`config.mk`:
```
export PLATFORM = sky130hd
export DESIGN_NAME = inst_fetch
export DESIGN_NICKNAME = d
export VERILOG_FILES = /design/src/rtl/inst_fetch_pkg.sv /design/src/rtl/inst_fetch.sv
export SDC_FILE = /design/constraint.sdc
export NUM_CORES = 1
export LEC_CHECK = 0
export BUFFER_PORTS_ARGS = -buffer_cell sky130_fd_sc_hd__buf_4
export CAP_MARGIN = 10
export CORE_ASPECT_RATIO = 0.6
export CORE_MARGIN = 2
export CORE_UTILIZATION = 54
export CTS_BUF_LIST = sky130_fd_sc_hd__clkbuf_16
export CTS_CLUSTER_SIZE = 30
export DETAILED_ROUTE_END_ITERATION = 8
export HOLD_SLACK_MARGIN = 0.05
export PLACE_DENSITY = 0.8
export SLEW_MARGIN = 20
export SYNTH_ARGS = -nofsm -noshare
export SYNTH_HDL_FRONTEND = slang
export SYNTH_SLANG_ARGS = --single-unit
```
`constraint.sdc`:
```
create_clock -name clk -period 2.95 [get_ports clk]
set_input_delay 0.59 -clock clk [delete_from_list [all_inputs] [get_ports clk]]
set_output_delay 0.59 -clock clk [all_outputs]
set_load 0.01 [all_outputs]
```
`src/rtl/inst_fetch_pkg.sv`:
```
// inst_fetch_pkg: shared bus widths and constants for the instruction fetch stage
package inst_fetch_pkg;
    localparam int InstAddrBus = 32;
    localparam int InstBus     = 32;
    localparam logic [InstBus-1:0]     ZeroWord = '0;
    localparam logic                   True_v   = 1'b1;
    localparam logic                   False_v  = 1'b0;
    localparam logic [InstAddrBus-1:0] RstPc    = '0;
endpackage

```
`src/rtl/inst_fetch.sv`:
```
// inst_fetch: fetches 32-bit instructions as four little-endian byte reads and
// hands them to IF/ID through a one-word holding buffer.
// Ports:
//   clk, rst            clock, synchronous active-high reset
//   rdy                 global enable, low freezes all state
//   stall_i             IF/ID not accepting the held instruction
//   branch_enable_i/branch_addr_i   redirect request and target
//   mem_req_o/mem_addr_o/mem_grant_i/mem_din_i   byte-read port (data one cycle after grant)
//   pc_o/inst_o/inst_valid_o        instruction presented to IF/ID
module inst_fetch
    import inst_fetch_pkg::*;
(
    input  logic                   clk,
    input  logic                   rst,
    input  logic                   rdy,
    input  logic                   stall_i,
    input  logic                   branch_enable_i,
    input  logic [InstAddrBus-1:0] branch_addr_i,
    output logic                   mem_req_o,
    output logic [InstAddrBus-1:0] mem_addr_o,
    input  logic                   mem_grant_i,
    input  logic [7:0]             mem_din_i,
    output logic [InstAddrBus-1:0] pc_o,
    output logic [InstBus-1:0]     inst_o,
    output logic                   inst_valid_o
);
    logic [InstAddrBus-1:0] fetch_pc;
    logic [InstBus-1:0]     word_q;
    logic [2:0]             issue_cnt, recv_cnt;
    logic                   pending_q, issue, last_byte, buf_full, out_free;

    always_comb begin
        // recv_cnt parked at 4 means a complete word waits behind a stalled output
        buf_full   = recv_cnt == 3'd4;
        mem_req_o  = !rst && rdy && !branch_enable_i && issue_cnt < 3'd4 && !buf_full;
        mem_addr_o = fetch_pc + {29'b0, issue_cnt};
        issue      = mem_req_o && mem_grant_i;
        last_byte  = pending_q && recv_cnt == 3'd3;
        out_free   = !inst_valid_o || !stall_i;
    end

    always_ff @(posedge clk) begin
        if (rst) begin
            fetch_pc     <= RstPc;
            word_q       <= ZeroWord;
            issue_cnt    <= '0;
            recv_cnt     <= '0;
            pending_q    <= False_v;
            pc_o         <= RstPc;
            inst_o       <= ZeroWord;
            inst_valid_o <= False_v;
        end else if (rdy) begin
            if (branch_enable_i) begin
                fetch_pc     <= branch_addr_i;
                issue_cnt    <= '0;
                recv_cnt     <= '0;
                pending_q    <= False_v;
                inst_valid_o <= False_v;
            end else begin
                pending_q <= issue;
                if (issue) issue_cnt <= issue_cnt + 3'd1;
                // the fourth byte goes straight to the output, bypassing word_q
                if ((last_byte && out_free) || (buf_full && !stall_i)) begin
                    pc_o         <= fetch_pc;
                    inst_o       <= last_byte ? {mem_din_i, word_q[23:0]} : word_q;
                    inst_valid_o <= True_v;
                    fetch_pc     <= fetch_pc + 32'd4;
                    issue_cnt    <= '0;
                    recv_cnt     <= '0;
                end else begin
                    if (pending_q) begin
                        word_q[{recv_cnt[1:0], 3'b000} +: 8] <= mem_din_i;
                        recv_cnt <= recv_cnt + 3'd1;
                    end
                    if (!stall_i) inst_valid_o <= False_v;
                end
            end
        end
    end
endmodule

```
* Yosys cells after proc, flatten, opt, wreduce, memory -nomap -nowiden *
Cells that the tools add are included.

storage, ports and cells
  register bits after elaboration = 136

operators by class
  magnitude comparators = 1
  shift-type cells = 2
  bitwise gates (word level) = 2
  multiplexer cells = 14
  eq/ne operators = 3
  $add $sub $neg = 5
  reductions and logical operators = 24

operators by type and width
  kind                                                                    number
  32-bit two-way mux                                                      3
  32-bit by 3-bit adder with 32-bit output                                1
  32-bit by 3-bit adder with 32-bit output, second input constant         1
  32-bit bitwise mux                                                      1
  8-bit by 7-bit variable shift with 32-bit output, first input constant  1
  8-bit by 7-bit indexed part select with 32-bit output                   1
  3-bit two-way mux                                                       6
  1-bit logical AND                                                       8
  2-bit AND reduction                                                     4
  5-bit negation with 7-bit output                                        1
  3-bit by 1-bit adder with 3-bit output, second input constant           2
  3-bit nonzero test                                                      2
  1-bit zero test                                                         5
  1-bit two-way mux                                                       4
  4-bit AND reduction                                                     1
  3-bit by 2-bit == test with 1-bit output, second input constant         1
  3-bit == test, second input constant                                    1
  3-bit < comparator, second input constant                               1
  3-bit by 1-bit != test with 1-bit output, second input constant         1
  3-bit AND reduction                                                     1
  1-bit logical OR                                                        2
  1-bit NOT                                                               2
  2-bit nonzero test                                                      1

* Longest topological paths before layout *
  word-level depth = 9
  gate-level depth with buffers = 10
  depth with buffers taken out = 7

* Worst setup path before layout *
OpenSTA, ideal clock, no wires.

  kind = register -> output
  from = register issue_cnt[0]
  to = output mem_addr_o[22]
  required time = 2360 ps
  stages on the path, launching flop included = 8
  path buffers = 0
  arrival time = 1925 ps
  path slack = 435 ps
  cells stage by stage = dfxtp_1 -> ha_1 -> fa_1 -> a21o_1 -> nand4_1 -> nor3_2 -> nand4_1 -> xnor2_1

on the way
  cells in the longest elaborated chain, start to end = 1

ends and longest elaborated chain
  what                                      RTL line          RTL
  start: declaration                        inst_fetch.sv:29  logic [2:0] issue_cnt, recv_cnt;
  start signal: assignment                  inst_fetch.sv:61  if (issue) issue_cnt <= issue_cnt + 3'd1;
  32-bit by 3-bit adder with 32-bit output  inst_fetch.sv:36  mem_addr_o = fetch_pc + {29'b0, issue_cnt};
  end: declaration                          inst_fetch.sv:20  output logic [InstAddrBus-1:0] mem_addr_o,

Every way passes these cells.

* Worst setup path in the final report *
  from = register fetch_pc[2]
  to = output mem_addr_o[29]

on the way
  cells in the longest elaborated chain, start to end = 1

ends and longest elaborated chain
  what                                      RTL line          RTL
  start: declaration                        inst_fetch.sv:27  logic [InstAddrBus-1:0] fetch_pc;
  start signal: assignment                  inst_fetch.sv:44  fetch_pc <= RstPc;
  start signal: assignment                  inst_fetch.sv:54  fetch_pc <= branch_addr_i;
  start signal: assignment                  inst_fetch.sv:67  fetch_pc <= fetch_pc + 32'd4;
  32-bit by 3-bit adder with 32-bit output  inst_fetch.sv:36

Every way passes these cells.

==> results_dict.tcl <==
set metrics [dict create \
    status "finished clean" \
    worstHoldPathCells 3 \
    power.share.clock_pct 48.0 \
    vias_after_detailed_routing 6676 \
    design.core.area_um2 11500 \
    slew_viol_final 0 \
    power-per-cell-area_nw_per_um2 517 \
    synth.top_cell.area_share_pct 42.2 \
    cts_root_buf "clkbuf_16" \
    yosysTopAreaCell "dfxtp_1" \
    grt_first_pass_wirelength_um 30600 \
    placement.setup.worst_slack_ps 305 \
    design.portCount 144 \
    path_clk_slew_ps 60 \
    grt_start_max_net_pins 66 \
    drt-initial-drc-count 713 \
    p_comb_share_pct 7.4 \
    ant_nets 0 \
    fin_hold_ws_ps 367 \
    layout-drive-gt1-share_pct 23.7 \
    yosys.cell_count.top_type "nand2_1" \
    post-route-drc-count 0 \
    grt.total_usage_pct 30.1 \
    period_share_pct 99.4 \
    cts_made_buffers 17 \
    worst_path_max_delay_cell "dfxtp_2" \
    grt_pass1_vias 5835 \
    dr.pass1.iters 5 \
    cp_slowest_stage_delay_ps 370 \
    leading_cell_types_by_count_after_synthesis "200 x nand2_1, 136 x dfxtp_1, 106 x a21oi_1, 50 x nor2_1, 49 x clkbuf_1" \
    family_with_the_most_delay_on_the_worst_path "compound AO/OA/AOI/OAI gates" \
    fmax_mhz 341 \
    yosysSeqAreaShare_pct 42.2 \
    multiInputGateArea_um2 3440 \
    later_pin_clock_latency_in_the_skew_report_ps 420 \
    synth-async-reset-ratio_pct 0 \
    hp-class "input pin to flip-flop" \
    post-route-util_pct 72.8 \
    path_buf_inv 2 \
    critical_path_required_ps 2360 \
    power.switching_mw 1.06 \
    setup_repair_after_global_routing_missed_its_margin "true" \
    antennaDiodeCount 0 \
    avgViaCountPerCell 5.86 \
    crit_cells 8 \
    criticalPathCategory "flip-flop to primary output" \
    cpMostUsedCell "buf_4" \
    layout.filler_cells 942 \
    initial_utilization_pct 56.2 \
    maximum_root_to_sink_buffer_count 2 \
    fin_skew_ps 10.6 \
    endpoint_kind "primary output" \
    antenna_found_initial 0 \
    gpl.final_weighted_congestion 0.926 \
    placement_rows 30 \
    floorplan.die.width_um 145 \
    tritoncts "yes" \
    syn2layout_area_growth_pct 29.6 \
    synth_fp_nets 897 \
    power_leakage_nw 3.23 \
    drv_cap 0 \
    postSynthRegisterBits 136 \
    number_of_instances_in_the_synthesized_netlist 839 \
    clock-sinks 136 \
    syn_area_per_cell_um2 7.69 \
    cp_data_arrival_time_ps 2340 \
    vdd.ir_drop.worst_mv 0.509 \
    nets 1025 \
    timing.critical_path.fanout_max 7 \
    hold_viol_final 0 \
    cts-hold-fix-buffers 0 \
    die_y_um 88.7 \
    synth_flop_cell "dfxtp_1" \
    drt-wirelength-per-cell_um 17.3 \
    p_sw_share_pct 24.6 \
    synth_cell_type_count 56 \
    globalRoute.totalOverflow 0 \
    dp_hpwl_um 13200 \
    synth.cell_area_um2 6450 \
    synth_edf_count 0 \
    seqPwrFrac_pct 44.6 \
    setup-violations-final 0 \
    worst_slack_ps 17.6 \
    startpoint_type "flip-flop" \
    place_area_um2 7690 \
    fp.dieArea_um2 12900 \
    final_cell_area_um2 8360 \
    yosys_warnings 0 \
    io_buffers 143 \
    r2r.worst_path.cells 7 \
    slew_headroom_pct 45.7 \
    number_of_levels_in_the_clock_h_tree 4 \
    drt_wl_total_um 19700 \
    sequential_cell_area_um2 2730 \
    finalCriticalPeriod_ps 2930 \
    max_slew.worst_pin.slew_ps 809 \
    internal_power_mw 3.25 \
    synthTopCellsByArea "dfxtp_1 42%, nand2_1 12%, a21oi_1 8.2%" \
    worstPathCellList "ha_4, a21oi_1, a21o_1, nor3_1, buf_4, nand2_1, xnor2_1, buf_4" \
]
-- power by group through the flow --
stage	Combinational, mW	Sequential [mW]	Clock [mW]
final	0.319	1.92	2.08
after global routing	0.343	1.93	2.17
after CTS	0.312	1.92	2.08
after detailed placement	0.306	1.96	0
after global placement	0.302	1.96	0
after floorplan	0.183	1.93	0
-- final timing paths --
check / start / to / slack, ps
max: fetch_pc[2] / mem_addr_o[29] / 20
min: branch_addr_i[27] / fetch_pc[27] / 370
max reg2reg: recv_cnt[0] / word_q[15] / 390
min reg2reg: word_q[5] / inst_o[5] / 450
-- stage by stage --
step                      power (mW)  instances  TNS, ps
after floorplan                 2.11        839        0
after global placement          2.26       1105        0
after detailed placement        2.27       1105        0
after CTS                       4.32       1137        0
after global routing            4.44       1140    -80.4
final                           4.32       1140        0
-- layout make-up --
cell class	count	share of cell area [%]
tap	160	2.39
multi-input combinational	618	41.1
sequential	136	32.7
clock buffer	17	5.09
timing repair buffer	177	16.1
clock inverter	15	1.84
inverter	17	0.763
-- sequential cells by signal (all words and copies together) (netlist names) --
signal,flops
pending_q,1
inst_valid_o,1
inst_o,32
issue_cnt,3
fetch_pc,32
word_q,32
pc_o,32
recv_cnt,3
-- logic make-up (layout without fill, tap and decap cells) --
group | after synthesis | after routing | share of synthesized area [%]
fa+ha+maj | 12 | 12 | 2.44
buf+inv | 85 | 226 | 5.32
flops | 136 | 136 | 42.2
simple gates | 365 | 365 | 25.5
compound gates | 207 | 207 | 19.9
xor+xnor | 31 | 31 | 4.21
mux | 3 | 3 | 0.466
-- cell usage in the layout (no fill, tap or decap), types with 4 or more instances in the layout --
master      netlist  layout
ha_1             11       9
o21ai_0          35      35
xnor2_1          19      19
and2_1            8       7
a22oi_1          13      13
clkinvlp_4        0       4
dfxtp_1         136     131
or3_1             9       9
nor2_1           50      50
clkbuf_16         0      17
buf_4             0     175
xor2_1           12      12
a311oi_1          8       8
nand2_1         200     199
inv_1            16      17
nand3_1          25      25
a21oi_1         106     106
o311ai_0          4       4
nor3_1           11      11
nand4_1          30      30
a22o_1            9       9
nor4_1            9       8
-- metal layers --
| layer | up-vias | global-route usage [%] | share of wire [%] |
|---|---|---|---|
| met1 | 3105 | 44.7 | 47 |
| met4 | 0 | 9.36 | 1.7 |
| met3 | 38 | 7.32 | 11 |
| met2 | 351 | 42.9 | 40 |
| met5 | - | 0 | 0 |
| li1 | 3182 | - | - |
-- worst min-delay path: stages --
cell and delay (ps):
buf_4 80, nand2_1 40, nand3_1 50
-- repair_timing --
item                                    CTS  global route
gates cloned                              0             1
buffers inserted                          0             2
resized for setup                         4            13
pin swaps                                 0             4
endpoints found under the setup margin    7            18
No activity file was read; power rests on OpenSTA's default activity.
